--- src/rtl/io_unit_pkg.sv ---
// Shared definitions for the I/O unit: register addresses, status bit
// positions and the UART state encodings.
package io_unit_pkg;

  // Word addresses within the I/O page
  localparam logic [5:0] IO_TIMER = 6'd0;
  localparam logic [5:0] IO_SWI   = 6'd1;
  localparam logic [5:0] IO_UDATA = 6'd2;
  localparam logic [5:0] IO_USTAT = 6'd3;

  // Bit positions in the UART status word
  localparam int ST_RX_RDY = 0;
  localparam int ST_TX_RDY = 1;
  localparam int ST_RX_OVR = 2;

  typedef enum logic [1:0] {
    RX_IDLE,
    RX_START,
    RX_DATA,
    RX_STOP
  } rx_state_t;

  typedef enum logic {
    TX_IDLE,
    TX_BITS
  } tx_state_t;

  // Assemble the status word; all bits above the flags read as zero.
  function automatic logic [31:0] status_word(input logic rx_rdy,
                                              input logic tx_rdy,
                                              input logic rx_ovr);
    logic [31:0] w;
    w            = '0;
    w[ST_RX_RDY] = rx_rdy;
    w[ST_TX_RDY] = tx_rdy;
    w[ST_RX_OVR] = rx_ovr;
    return w;
  endfunction

endpackage

--- src/rtl/io_unit_if.sv ---
// CPU-side I/O bus: word address, read/write strobes and the two data buses.
interface io_unit_if;
  logic [5:0]  ioadr;
  logic        iord;
  logic        iowr;
  logic [31:0] outbus;
  logic [31:0] inbus;

  modport master (output ioadr, output iord, output iowr, output outbus,
                  input inbus);
  modport slave  (input ioadr, input iord, input iowr, input outbus,
                  output inbus);
endinterface

--- src/rtl/io_unit_uart_rx.sv ---
// UART receiver, 8N1. The line is synchronised, the start bit is re-checked
// at half a bit time to reject glitches, and each following bit is sampled
// one full bit time later, i.e. at mid-bit. done pulses for one clock when
// a frame with a valid stop bit completes; data then holds the byte.
module uart_rx
  import io_unit_pkg::*;
#(
  parameter int BIT_DIV = 10
) (
  input  logic       clk,
  input  logic       rst,
  input  logic       rxd,
  output logic       done,
  output logic [7:0] data
);

  localparam int HALF = (BIT_DIV / 2 > 0) ? BIT_DIV / 2 : 1;
  localparam int CW   = $clog2(BIT_DIV + 1);

  rx_state_t     state_q, state_d;
  logic [1:0]    sync_q;
  logic          rxd_s;
  logic [CW-1:0] cnt_q;
  logic [2:0]    idx_q;
  logic [7:0]    shift_q;
  logic          half_hit;
  logic          bit_hit;

  assign rxd_s    = sync_q[1];
  assign half_hit = (cnt_q == CW'(HALF - 1));
  assign bit_hit  = (cnt_q == CW'(BIT_DIV - 1));

  // State register.
  // NOTE: sequential state uses non-blocking (<=) so every flop samples
  // pre-edge values; blocking here would create order-dependent races.
  always_ff @(posedge clk or posedge rst) begin
    if (rst) state_q <= RX_IDLE;
    else     state_q <= state_d;
  end

  // Next-state decode.
  // NOTE: state_d gets a default before the case so no path leaves it
  // unassigned, which would otherwise infer a latch.
  always_comb begin
    state_d = state_q;
    case (state_q)
      RX_IDLE:  if (!rxd_s) state_d = RX_START;
      RX_START: if (half_hit) state_d = rxd_s ? RX_IDLE : RX_DATA;
      RX_DATA:  if (bit_hit && idx_q == 3'd7) state_d = RX_STOP;
      RX_STOP:  if (bit_hit) state_d = RX_IDLE;
      default:  state_d = RX_IDLE;
    endcase
  end

  // Line synchroniser, bit timer, bit index and shift register.
  always_ff @(posedge clk or posedge rst) begin
    if (rst) begin
      sync_q  <= 2'b11;
      cnt_q   <= '0;
      idx_q   <= '0;
      shift_q <= '0;
      done    <= 1'b0;
      data    <= '0;
    end else begin
      sync_q <= {sync_q[0], rxd};
      done   <= 1'b0;

      if (state_q == RX_IDLE || (state_q == RX_START && half_hit) || bit_hit)
        cnt_q <= '0;
      else
        cnt_q <= cnt_q + CW'(1);

      if (state_q == RX_START)
        idx_q <= '0;
      else if (state_q == RX_DATA && bit_hit)
        idx_q <= idx_q + 3'd1;

      if (state_q == RX_DATA && bit_hit)
        shift_q <= {rxd_s, shift_q[7:1]};

      // A low stop bit is a framing error: the byte is dropped silently.
      if (state_q == RX_STOP && bit_hit && rxd_s) begin
        done <= 1'b1;
        data <= shift_q;
      end
    end
  end

endmodule

--- src/rtl/io_unit.sv ---
// Memory-mapped I/O page: millisecond timer, switches/LEDs and a UART.
// Read data is combinational from the address; read side effects fire only
// on the first cycle of a (possibly stretched) read strobe.
module io_unit
  import io_unit_pkg::*;
#(
  parameter int CLK_HZ = 25000000,
  parameter int BAUD   = 19200
) (
  input  logic       clk,
  input  logic       rst,
  io_unit_if.slave   bus,
  input  logic [7:0] swi,
  output logic [7:0] leds,
  input  logic       rxd,
  output logic       txd
);

  localparam int BIT_DIV = CLK_HZ / BAUD;
  localparam int MS_DIV  = CLK_HZ / 1000;
  localparam int TXW     = $clog2(BIT_DIV + 1);

  logic [31:0]    timer;
  logic [31:0]    ms_cnt;
  logic           ms_tick;
  logic [7:0]     swi_meta;
  logic [7:0]     swi_sync;
  logic           iord_q;
  logic           rd_first;
  logic           rd_data;
  logic           rd_stat;
  logic           rx_done;
  logic [7:0]     rx_data;
  logic [7:0]     rx_buf;
  logic           rx_rdy;
  logic           rx_ovr;
  tx_state_t      tx_state_q, tx_state_d;
  logic [TXW-1:0] tx_cnt;
  logic [3:0]     tx_bitn;
  logic [9:0]     tx_sh;
  logic           tx_rdy;
  logic           tx_load;
  logic           tx_bit_end;
  logic           tx_last;
  logic           unused_ok;

  // Only the low byte of a store is meaningful to any register here.
  assign unused_ok = &{1'b0, bus.outbus[31:8]};

  assign ms_tick    = (ms_cnt == 32'(MS_DIV - 1));
  assign rd_first   = bus.iord & ~iord_q;
  assign rd_data    = rd_first && (bus.ioadr == IO_UDATA);
  assign rd_stat    = rd_first && (bus.ioadr == IO_USTAT);
  assign tx_rdy     = (tx_state_q == TX_IDLE);
  assign tx_load    = bus.iowr && (bus.ioadr == IO_UDATA) && tx_rdy;
  assign tx_bit_end = (tx_cnt == TXW'(BIT_DIV - 1));
  assign tx_last    = tx_bit_end && (tx_bitn == 4'd9);
  assign txd        = tx_sh[0];

  uart_rx #(.BIT_DIV(BIT_DIV)) u_rx (
    .clk  (clk),
    .rst  (rst),
    .rxd  (rxd),
    .done (rx_done),
    .data (rx_data)
  );

  // Millisecond prescaler and free-running timer.
  always_ff @(posedge clk or posedge rst) begin
    if (rst) begin
      ms_cnt <= '0;
      timer  <= '0;
    end else begin
      ms_cnt <= ms_tick ? '0 : ms_cnt + 32'd1;
      if (ms_tick) timer <= timer + 32'd1;
    end
  end

  // Switch synchroniser, LED register and read-strobe edge detect.
  always_ff @(posedge clk or posedge rst) begin
    if (rst) begin
      swi_meta <= '0;
      swi_sync <= '0;
      leds     <= '0;
      iord_q   <= 1'b0;
    end else begin
      swi_meta <= swi;
      swi_sync <= swi_meta;
      iord_q   <= bus.iord;
      if (bus.iowr && bus.ioadr == IO_SWI) leds <= bus.outbus[7:0];
    end
  end

  // Receive buffer and flags; a completing byte takes priority over a clear.
  always_ff @(posedge clk or posedge rst) begin
    if (rst) begin
      rx_buf <= '0;
      rx_rdy <= 1'b0;
      rx_ovr <= 1'b0;
    end else begin
      if (rx_done) begin
        rx_buf <= rx_data;
        rx_rdy <= 1'b1;
      end else if (rd_data) begin
        rx_rdy <= 1'b0;
      end

      if (rx_done && rx_rdy) rx_ovr <= 1'b1;
      else if (rd_stat)      rx_ovr <= 1'b0;
    end
  end

  // Transmitter state register.
  always_ff @(posedge clk or posedge rst) begin
    if (rst) tx_state_q <= TX_IDLE;
    else     tx_state_q <= tx_state_d;
  end

  // Transmitter next state: a store starts a frame, the stop bit ends it.
  always_comb begin
    tx_state_d = tx_state_q;
    case (tx_state_q)
      TX_IDLE: if (tx_load) tx_state_d = TX_BITS;
      TX_BITS: if (tx_last) tx_state_d = TX_IDLE;
      default: tx_state_d = TX_IDLE;
    endcase
  end

  // Transmit shift register; bit 0 drives the line and ones fill behind,
  // so the line is left idle-high once the frame has shifted out.
  always_ff @(posedge clk or posedge rst) begin
    if (rst) begin
      tx_sh   <= '1;
      tx_cnt  <= '0;
      tx_bitn <= '0;
    end else if (tx_load) begin
      tx_sh   <= {1'b1, bus.outbus[7:0], 1'b0};
      tx_cnt  <= '0;
      tx_bitn <= '0;
    end else if (tx_state_q == TX_BITS) begin
      if (tx_bit_end) begin
        tx_cnt  <= '0;
        tx_bitn <= tx_bitn + 4'd1;
        tx_sh   <= {1'b1, tx_sh[9:1]};
      end else begin
        tx_cnt  <= tx_cnt + TXW'(1);
      end
    end
  end

  // Read mux; unmapped addresses return zero.
  always_comb begin
    bus.inbus = '0;
    case (bus.ioadr)
      IO_TIMER: bus.inbus = timer;
      IO_SWI:   bus.inbus = {24'b0, swi_sync};
      IO_UDATA: bus.inbus = {24'b0, rx_buf};
      IO_USTAT: bus.inbus = status_word(rx_rdy, tx_rdy, rx_ovr);
      default:  bus.inbus = '0;
    endcase
  end

endmodule

--- src/flat_wrapper.sv ---
// flat-port wrapper written by rule: the top's interface ports become plain ports
module io_unit_flat import io_unit_pkg::*;
#(
  parameter int CLK_HZ = 25000000,
  parameter int BAUD   = 19200
)
  (clk, rst, swi, leds, rxd, txd, bus_ioadr, bus_iord, bus_iowr, bus_outbus, bus_inbus);
  io_unit_if bus_i ();
  input  logic clk;
  input  logic rst;
  input  logic [7:0] swi;
  output logic [7:0] leds;
  input  logic rxd;
  output logic txd;
  input wire logic [$bits(bus_i.ioadr)-1:0] bus_ioadr;
  input wire logic [$bits(bus_i.iord)-1:0] bus_iord;
  input wire logic [$bits(bus_i.iowr)-1:0] bus_iowr;
  input wire logic [$bits(bus_i.outbus)-1:0] bus_outbus;
  output wire logic [$bits(bus_i.inbus)-1:0] bus_inbus;
  assign bus_i.ioadr = bus_ioadr;
  assign bus_i.iord = bus_iord;
  assign bus_i.iowr = bus_iowr;
  assign bus_i.outbus = bus_outbus;
  assign bus_inbus = bus_i.inbus;
  io_unit #(.CLK_HZ(CLK_HZ), .BAUD(BAUD)) u_core (.clk(clk), .rst(rst), .bus(bus_i), .swi(swi), .leds(leds), .rxd(rxd), .txd(txd));
endmodule
--- config.mk ---
export PLATFORM = sky130hd
export DESIGN_NAME = io_unit_flat
export DESIGN_NICKNAME = d
export VERILOG_FILES = /design/src/rtl/io_unit_pkg.sv /design/src/rtl/io_unit_if.sv /design/src/rtl/io_unit_uart_rx.sv /design/src/rtl/io_unit.sv /design/src/flat_wrapper.sv
export SDC_FILE = /design/constraint.sdc
export NUM_CORES = 1
export LEC_CHECK = 0
export BUFFER_PORTS_ARGS = -buffer_cell sky130_fd_sc_hd__buf_2
export CORE_UTILIZATION = 50
export DETAILED_ROUTE_END_ITERATION = 8
export GPL_TIMING_DRIVEN = 1
export HOLD_SLACK_MARGIN = 0.05
export PLACE_DENSITY_LB_ADDON = 0.15
export SYNTH_ARGS = -nofsm -noshare
export SYNTH_HDL_FRONTEND = slang
export SYNTH_SLANG_ARGS = --single-unit
--- constraint.sdc ---
create_clock -name clk -period 5.12 [get_ports clk]
set_clock_uncertainty 0.1 [all_clocks]
set_input_delay 1.024 -clock clk [delete_from_list [all_inputs] [get_ports clk]]
set_output_delay 1.024 -clock clk [all_outputs]
set_load 0.02 [all_outputs]
======== Word level (Yosys, flattened, before mapping) ========
Cells that the tools add are included.
storage, ports and cells
  register bits ........................... 160
  output and inout bits ................... 41
  input port bits ......................... 51
  word-level logic and storage cells ...... 96
operators by class
  reduce and logical (&&, ||, !) cells .... 23
  add/sub/neg operators ................... 6
  multiplexer cells ....................... 28
  bitwise gates (word level) .............. 3
  eq/ne operators ......................... 16
operator list
  kind                     number
  $pmux W32 S4             1
  $add A32 B1 Y32 const B  2
  $mux W11                 4
  $eq A32 B15 Y1 const B   1
  $mux W32                 1
  $mux W10                 3
  $add A11 B1 Y11 const B  2
  $eq A11 B11 Y1 const B   2
  $eq A6 B2 Y1 const B     2
  $logic_and A1 B1 Y1      12
  $mux W4                  3
  $eq A11 B10 Y1 const B   1
  $mux W2                  5
  $reduce_bool A2 Y1       5
  $ne A2 B2 Y1 const B     4
  $pmux W2 S4              1
  $mux W1                  7
  $eq A6 B1 Y1 const B     1
  $logic_not A6 Y1         1
  $mux W3                  2
  $add A4 B1 Y4 const B    1
  $eq A2 B2 Y1 const B     2
  $eq A4 B4 Y1 const B     1
  $reduce_and A4 Y1        1
  9 further kinds          11

======== Logic depth before layout (Yosys ltp) ========
Gate-level depths: netlist of the first run.
  depth after elaboration ................. 5
  mapped depth ............................ 9
  depth with buffers taken out ............ 7

======== Modules after synthesis ========
Synthesis of the first run repeated with hierarchy kept, for this count alone.
second synthesis, totals
  cells, all modules ...................... 672
  area, all modules ....................... 7504.7 um^2
by module, submodules not included
  module   area an instance (um^2)  instances  cells an instance  seq. area each (um^2)
  io_unit  5895.7                   1          541                3114.2
  uart_rx  1609.0                   1          131                878.3

======== Worst setup path before layout of the first run ========
No wires, ideal clock.
  kind .................................... input to output
  start ................................... input bus_ioadr[5]
  end ..................................... output bus_inbus[19]
  data arrival time ....................... 2.402 ns
  required time ........................... 3.996 ns
  stages on the path ...................... 3
  path slack .............................. 1.594 ns
  path through ............................ or4_1 > clkbuf_1 > nor4_1
between the ends
  word-level cells in the longest chain between the ends .. 2
  elaborated cells between the ends (all ways) .. 5
  classes of those cells .................. eq/ne: 3; mux: 1; reduce/logical: 1
RTL lines
  what                                  line                source
  from (decl)                           flat_wrapper.sv:15  input wire logic [$bits(bus_i.ioadr)-1:0] bus_ioadr;
  $eq A6 B2 Y1 (tied with other cells)  io_unit.sv:154      case (bus.ioadr)
  $pmux W32 S4 *                        io_unit.sv:154
  to (decl)                             flat_wrapper.sv:19  output wire logic [$bits(bus_i.inbus)-1:0] bus_inbus;
Mark *: on every way between the ends. The rest lies on a longest branch, timed or not.

======== Worst setup path in the final report of the first run ========
  start ................................... input bus_ioadr[5]
  end ..................................... output bus_inbus[12]
The elaborated chain is that of the path after synthesis.

==> flow_summary.yaml, run 1 <==
critical_path:
  cpPeakStageDelay_ns: 0.76
  critical_path_arrival_ns: 2.64
  crit_start: "bus_ioadr[5]"
  required_ns: 4.00
  setup.worst_path.class: "in -> out"
  critPathTopFamily: "simple AND/OR/NAND/NOR gates"
  worstPathMaxFanout: 20
  slowest_stage: "or4_1"
  cp.depth: 6
  rr_startpoint: "u_core.ms_cnt[24]"
  crit_chain: "buf_2 -> or4_1 -> nor3_1 -> buf_4 -> and2_1 -> buf_2"
  crit_path_end_kind: "primary output"
  r2r_slack_ns: 2.43
  r2r-end: "u_core.timer[21]"
  crit_buf_inv: 3
  endpoint: "bus_inbus[12]"
  crit_top_cell: "buf_2"
  reg2reg_depth: 5
  start_kind: "input port"
final_layout:
  design_area_um2: 8450
  area_delta_synth_final_pct: 15.0
  nets: 801
  antenna_cells: 0
  drive_above_1_share_pct: 21.9
global_routing:
  antenna_found_initial: 0
  grt_util_all_layers_pct: 20.9
  grt_max_degree: 160
  grt-ovfl-total: 0
  grt_pass1_vias: 4954
  grt_pass1_wl_um: 24300
logic_synthesis:
  yosys-top-cells-count: "dfrtp_1 (148), nor2_1 (71), nand2_1 (56)"
  synthesis.area_um2: 7350
  synth_warnings: 0
  yosysSeqAreaShare_pct: 54.3
  ys_ff_latch: 159
  synthesis.nets: 737
  syn_inst: 675
  yosysTopAreaCellShare_pct: 50.4
  synth_ff_type: "dfrtp_1"
  synthTopCellsByArea: "dfrtp_1 (50%), mux2_2 (5.1%), xor2_1 (5.0%)"
  synth.most_common_cell: "dfrtp_1"
  synth-async-reset-ratio_pct: 100
  synth-edff-count: 0
  avgSynthCellArea_um2: 10.9
  yosys.area.top_type: "dfrtp_1"
  yosysUniqueCellTypes: 52
timing:
  rsz0062_at_grt: "false"
  max_freq_ghz: 0.266
  fin_crit_ns: 3.77
  maxSlewHeadroom_pct: 35.8
  slew_viol_final: 0
  setup_viol: 0
  post-route-period-util_pct: 73.6
  tightest_slew_ns: 0.958
  final.setup.tns_ns: 0
  hold_viol_final: 0
place:
  io_buffers: 67
  place.gp.congestion: 0.798
  placedInstanceArea_um2: 7860
  dp_hpwl_um: 9510
clock_network:
  postCtsSetupRepairBufs: 0
  tritoncts: "yes"
  cts-root-buf: "clkbuf_16"
  h-tree-depth: 4
  postCtsResizedCells: 0
  cts.sinks: 159
  path_clk_slew_ns: 0.06
  cts_hold_buf: 0
  cts_buffers: 17
  clk_path_buf_depth: 2
  clock_latency_ns: 0.42
drt:
  num_vias: 5057
  antenna_left: 0
  post_drt_wl_per_cell_um: 15.2
  drt-total-wl_um: 14200
  drc: 0
  avgViaCountPerCell: 5.43
  drt-initial-drc-count: 310
  dr.pass1.iters: 4
power_and_ir_drop:
  power.share.clock_pct: 44.6
  power_leakage_nw: 4.01
  peakVddDrop_mv: 0.254
  seq_power_share_pct: 49.3
  p_comb_share_pct: 6.1
  p_int_mw: 2.14
  powerDensity_nw_per_um2: 329
  p_sw_uw: 645
  p_sw_share_pct: 23.2
floorplanning:
  coreArea_um2: 14100
  die_width_um: 123
  row_count: 43
  dieArea_um2: 15200
  start_util_pct: 52.1
  die_y_um: 123
  io_pins: 92
worst_hold_path:
  hold_depth: 0
  hp-class: "reg -> reg"
  min_from: "u_core.swi_meta[0]"
outcome:
  status: "finished, final reports clean"
job:
  cap_violations: 0
sequential cells by signal, indices dropped and copies added, names as in the netlist, 2 cells and up, named ones only:
name                 flops
u_core.leds              8
u_core.ms_cnt           32
u_core.rx_buf            8
u_core.swi_meta          8
u_core.swi_sync          8
u_core.timer            32
u_core.tx_bitn           4
u_core.tx_cnt           11
u_core.tx_sh             9
u_core.u_rx.cnt_q       11
u_core.u_rx.data         8
u_core.u_rx.idx_q        3
u_core.u_rx.shift_q      8
u_core.u_rx.sync_q       2
layer usage:
metal | up-vias | GRT usage, % | part of all wire, %
li1 | 2477 | - | -
met1 | 2494 | 29.9 | 49
met2 | 77 | 31.0 | 46
met3 | 9 | 4.89 | 3.9
met4 | 0 | 7.45 | 0.81
met5 | - | 0 | 0
placed cells by master, fill, tap and decap left out, drive strengths merged, types with 4 or more instances in the layout:
| master | n |
|---|---|
| nand2 | 56 |
| nor4 | 17 |
| a21oi | 10 |
| nand4 | 21 |
| xnor2 | 32 |
| o21ai | 17 |
| nor2 | 71 |
| and3 | 12 |
| and4 | 9 |
| xor2 | 42 |
| ha | 11 |
| a31oi | 9 |
| nor3 | 16 |
| dfstp | 11 |
| mux2 | 33 |
| or3 | 6 |
| or4 | 4 |
| nand3 | 33 |
| mux2i | 5 |
| clkinv | 7 |
| inv | 17 |
| clkbuf | 21 |
| dfrtp | 148 |
| buf | 72 |
| and2 | 27 |
per-stage QoR:
stage | cells | utilization [%] | hold slack [ns] | setup slack, ns | power [mW]
detailed placement | 900 | 55.8 | 0.236 | 1.32 | 1.57
global placement | 900 | 55.8 | 0.236 | 1.36 | 1.56
floorplan | 675 | - | 0.231 | 1.59 | 1.50
global route | 932 | 59.9 | 0.250 | 1.25 | 2.90
finish | 932 | 59.9 | 0.246 | 1.35 | 2.78
CTS | 932 | 59.9 | 0.249 | 1.32 | 2.81
power groups by stage:
stage	combinational (mW)	clock, mW	sequential [mW]
2_1_floorplan	0.110	0	1.39
3_3_place_gp	0.167	0	1.39
3_5_place_dp	0.174	0	1.39
4_1_cts	0.174	1.27	1.37
5_1_grt	0.197	1.32	1.38
6_report	0.170	1.24	1.37
area by class of cell:
type	instances	area [um2]
Clock inverter	11	114
Inverter	18	71.3
Tap cell	180	225
Clock buffer	21	470
Sequential cell	159	3990
Timing Repair Buffer	72	385
Multi-Input combinational cell	471	3190
Fill cell	1150	5650
kinds of logic (layout without fill, tap and decap cells):
family | count (synthesis) | after routing | synth area share [%]
simple gates | 295 | 295 | 21.8
compound gates | 50 | 50 | 4.02
mux | 41 | 41 | 6.66
fa+ha+maj | 11 | 11 | 1.87
flops | 159 | 159 | 54.3
buf+inv | 45 | 122 | 2.44
xor+xnor | 74 | 74 | 8.82
worst register-to-register path: cells and delay by family, from the launching register on:
family | cells | cell delay [ns]
AND/OR/NAND/NOR | 4 | 1.92
XOR/XNOR | 1 | 0.18
flip-flops | 1 | 0.41
how the worst min path moves through the flow:
stage / endpoint / slack [ns]
floorplan: u_core.swi_sync[0] / 0.23
global placement: u_core.swi_sync[0] / 0.24
detailed placement: u_core.swi_sync[1] / 0.24
CTS: u_core.swi_sync[0] / 0.25
global route: u_core.swi_sync[1] / 0.25
finish: u_core.swi_sync[0] / 0.25
(Power assumes the default switching activity.)
==> inputs of run 2 (changes only) <==
--- a/config.mk
+++ b/config.mk
@@ -5,6 +5,7 @@
 export SDC_FILE = /design/constraint.sdc
 export NUM_CORES = 1
 export LEC_CHECK = 0
+export ABC_AREA = 1
 export BUFFER_PORTS_ARGS = -buffer_cell sky130_fd_sc_hd__buf_2
 export CORE_UTILIZATION = 50
 export DETAILED_ROUTE_END_ITERATION = 8
==> constraint.sdc (replaced) <==
create_clock -name clk -period 3.3 [get_ports clk]
set_clock_uncertainty 0.1 [all_clocks]
set_input_delay 0.66 -clock clk [delete_from_list [all_inputs] [get_ports clk]]
set_output_delay 0.66 -clock clk [all_outputs]
set_load 0.02 [all_outputs]
==> flow_summary.yaml, run 2 <==
drt:
  drc: 0
  num_vias: 7257
  drt-initial-drc-count: 543
  antenna_left: 0
  drt-total-wl_um: 18700
  dr.pass1.iters: 5
  post_drt_wl_per_cell_um: 12.7
  avgViaCountPerCell: 4.91
power_and_ir_drop:
  power_leakage_nw: 4.91
  powerDensity_nw_per_um2: 417
  peakVddDrop_mv: 0.429
  finalPower_mw: 4.05
floorplanning:
  coreArea_um2: 16700
  die_width_um: 133
  dieArea_um2: 17800
  row_count: 47
  io_pins: 92
  start_util_pct: 51.6
  die_y_um: 133
logic_synthesis:
  synthesis.area_um2: 8620
  synth_compound_area_share_pct: 4.24
  yosys-top-cells-count: "nand2_1 (408), inv_1 (158), nor2_1 (158)"
  synth_xor_area_share_pct: 3.74
  ys_ff_latch: 159
  synthesis.nets: 1235
  avgSynthCellArea_um2: 7.35
  synth.most_common_cell: "nand2_1"
  yosys.area_share.simple_pct: 35.2
  synth-adder-area-share_pct: 1.60
  synthMuxAreaShare_pct: 0
  syn_inst: 1173
  synth-edff-count: 0
  yosysUniqueCellTypes: 39
  synth-async-reset-ratio_pct: 100
  yosys.area.top_type: "dfrtp_1"
  yosysSeqAreaShare_pct: 46.3
  yosysTopAreaCellShare_pct: 42.9
  synth_ff_type: "dfrtp_1"
  synthTopCellsByArea: "dfrtp_1 (43%), nand2_1 (18%), inv_1 (6.9%)"
  synth_top_family_by_area: "simple AND/OR/NAND/NOR gates"
  synth_warnings: 0
final_layout:
  nFillCells: 1618
  final_common_cell: "nand2_1"
  drive_above_1_share_pct: 12.6
  seq_area_um2: 3990
  top_regs: "u_core.ms_cnt x32, u_core.timer x32"
  multi_input_area_um2: 3860
  final_cells: 1477
  final_cell_mix: "nand2_1 (408), nor2_1 (158), inv_1 (157)"
  antenna_cells: 0
  area_delta_synth_final_pct: 12.6
  nets: 1306
critical_path:
  crit_path_end_kind: "primary output"
  r2r-end: "u_core.timer[29]"
  reg2reg_depth: 8
  worstPathMaxFanout: 6
  cpPeakStageDelay_ns: 0.29
  rr_startpoint: "u_core.ms_cnt[26]"
  crit_top_cell: "buf_2"
  setup.worst_path.class: "in -> out"
  critical_path_arrival_ns: 1.90
  start_kind: "input port"
  r2r_slack_ns: 1.24
  slowest_stage: "o221ai_1"
  crit_chain: "buf_2 -> nor2_2 -> nand2_2 -> nor2_4 -> inv_1 -> o221ai_1 -> buf_2"
  required_ns: 2.54
global_routing:
  grt_pass1_vias: 6506
  grt_max_degree: 160
  antenna_found_initial: 0
  grt_util_all_layers_pct: 22.1
  grt_pass1_wl_um: 31200
  grt-ovfl-total: 0
timing:
  hold_ws_ns: 0.226
  post-route-period-util_pct: 80.6
  setup_ws_ns: 0.639
  maxSlewHeadroom_pct: 37.4
  max_freq_ghz: 0.376
  tightest_slew_ns: 0.939
  setup_viol: 0
  hold_viol_final: 0
  final.setup.tns_ns: 0
  fin_crit_ns: 2.66
  rsz0062_at_grt: "false"
  slew_viol_final: 0
clock_network:
  cts_buffers: 17
  path_clk_slew_ns: 0.06
  clock_latency_ns: 0.43
  tritoncts: "yes"
  postCtsResizedCells: 0
  cts_hold_buf: 0
  postCtsSetupRepairBufs: 0
  cts-root-buf: "clkbuf_16"
  cts.sinks: 159
  clk_path_buf_depth: 2
  h-tree-depth: 4
place:
  place_inst: 1445
  place.gp.congestion: 0.902
  dp_hpwl_um: 13500
  io_buffers: 67
  place_worst_setup_slack_ns: 0.635
outcome:
  status: "finished, final reports clean"
job:
  cap_violations: 0
worst_hold_path:
  hold_depth: 1
  hold_path_end: "u_core.u_rx.sync_q[0]"
  hp-class: "in -> reg"
  min_from: "rxd"
run 2: cell count changes in the layout (fill, tap and decap cells not counted), sizes merged, moves of 11 or more:
cell and change:
and3 -11, nor2 +99, mux2 -33, o21ai +33, nor4 -17, xnor2 -30, nand3 +39, and2 -27
inv +156, nand2 +362
run 2: critical path: cells and delay by family:
family | cells | cell delay [ns]
AOI/OAI and AO/OA | 1 | 0.29
buffers and inverters | 3 | 0.50
and+or+nand+nor | 3 | 0.45
run 2: worst max-delay path by stage:
stage | from | to | cells after the start
after floorplan | rst | asynchronous set/reset pin | 1
after global placement | bus_ioadr[3] | bus_inbus[0] | 7
after detailed placement | bus_ioadr[3] | bus_inbus[3] | 7
after CTS | bus_ioadr[3] | bus_inbus[3] | 7
after global routing | bus_ioadr[3] | bus_inbus[0] | 7
final | bus_ioadr[3] | bus_inbus[3] | 7
run 2: metal layers:
metal	GRT usage, %	wire (um)	vias up
met5	0	0	-
met4	6.38	227	0
met3	4.68	736	18
met2	34.6	8680	156
li1	-	-	3761
met1	31.1	9100	3322
run 2: logic make-up after synthesis:
family,Yosys count
and+or+nand+nor,716
buffers and inverters,186
DFF,159
AOI/OAI and AO/OA,65
xor gates and xnor gates,36
adders and majority gates,11
run 2: stage by stage:
step	utilization, %	area (um2)
3_5_place_dp	54.7	9130
2_1_floorplan	-	8630
3_3_place_gp	54.7	9130
6_report	58.1	9710
4_1_cts	58.1	9710
5_1_grt	58.1	9710
run 2: area by class of cell:
class                   count  area share, %
multi-input cells         828           39.7
repair buffers             69           3.74
inverters                 169           6.57
flip-flops and latches    159           41.1
clock buffers              17           4.38
clock inverters            15           1.60
well taps                 220           2.84
run 2: power by group:
group / internal [mW] / switching (mW)
clock: 1.06 / 0.880
combinational: 0.0336 / 0.0841
sequential: 1.98 / 0.0136
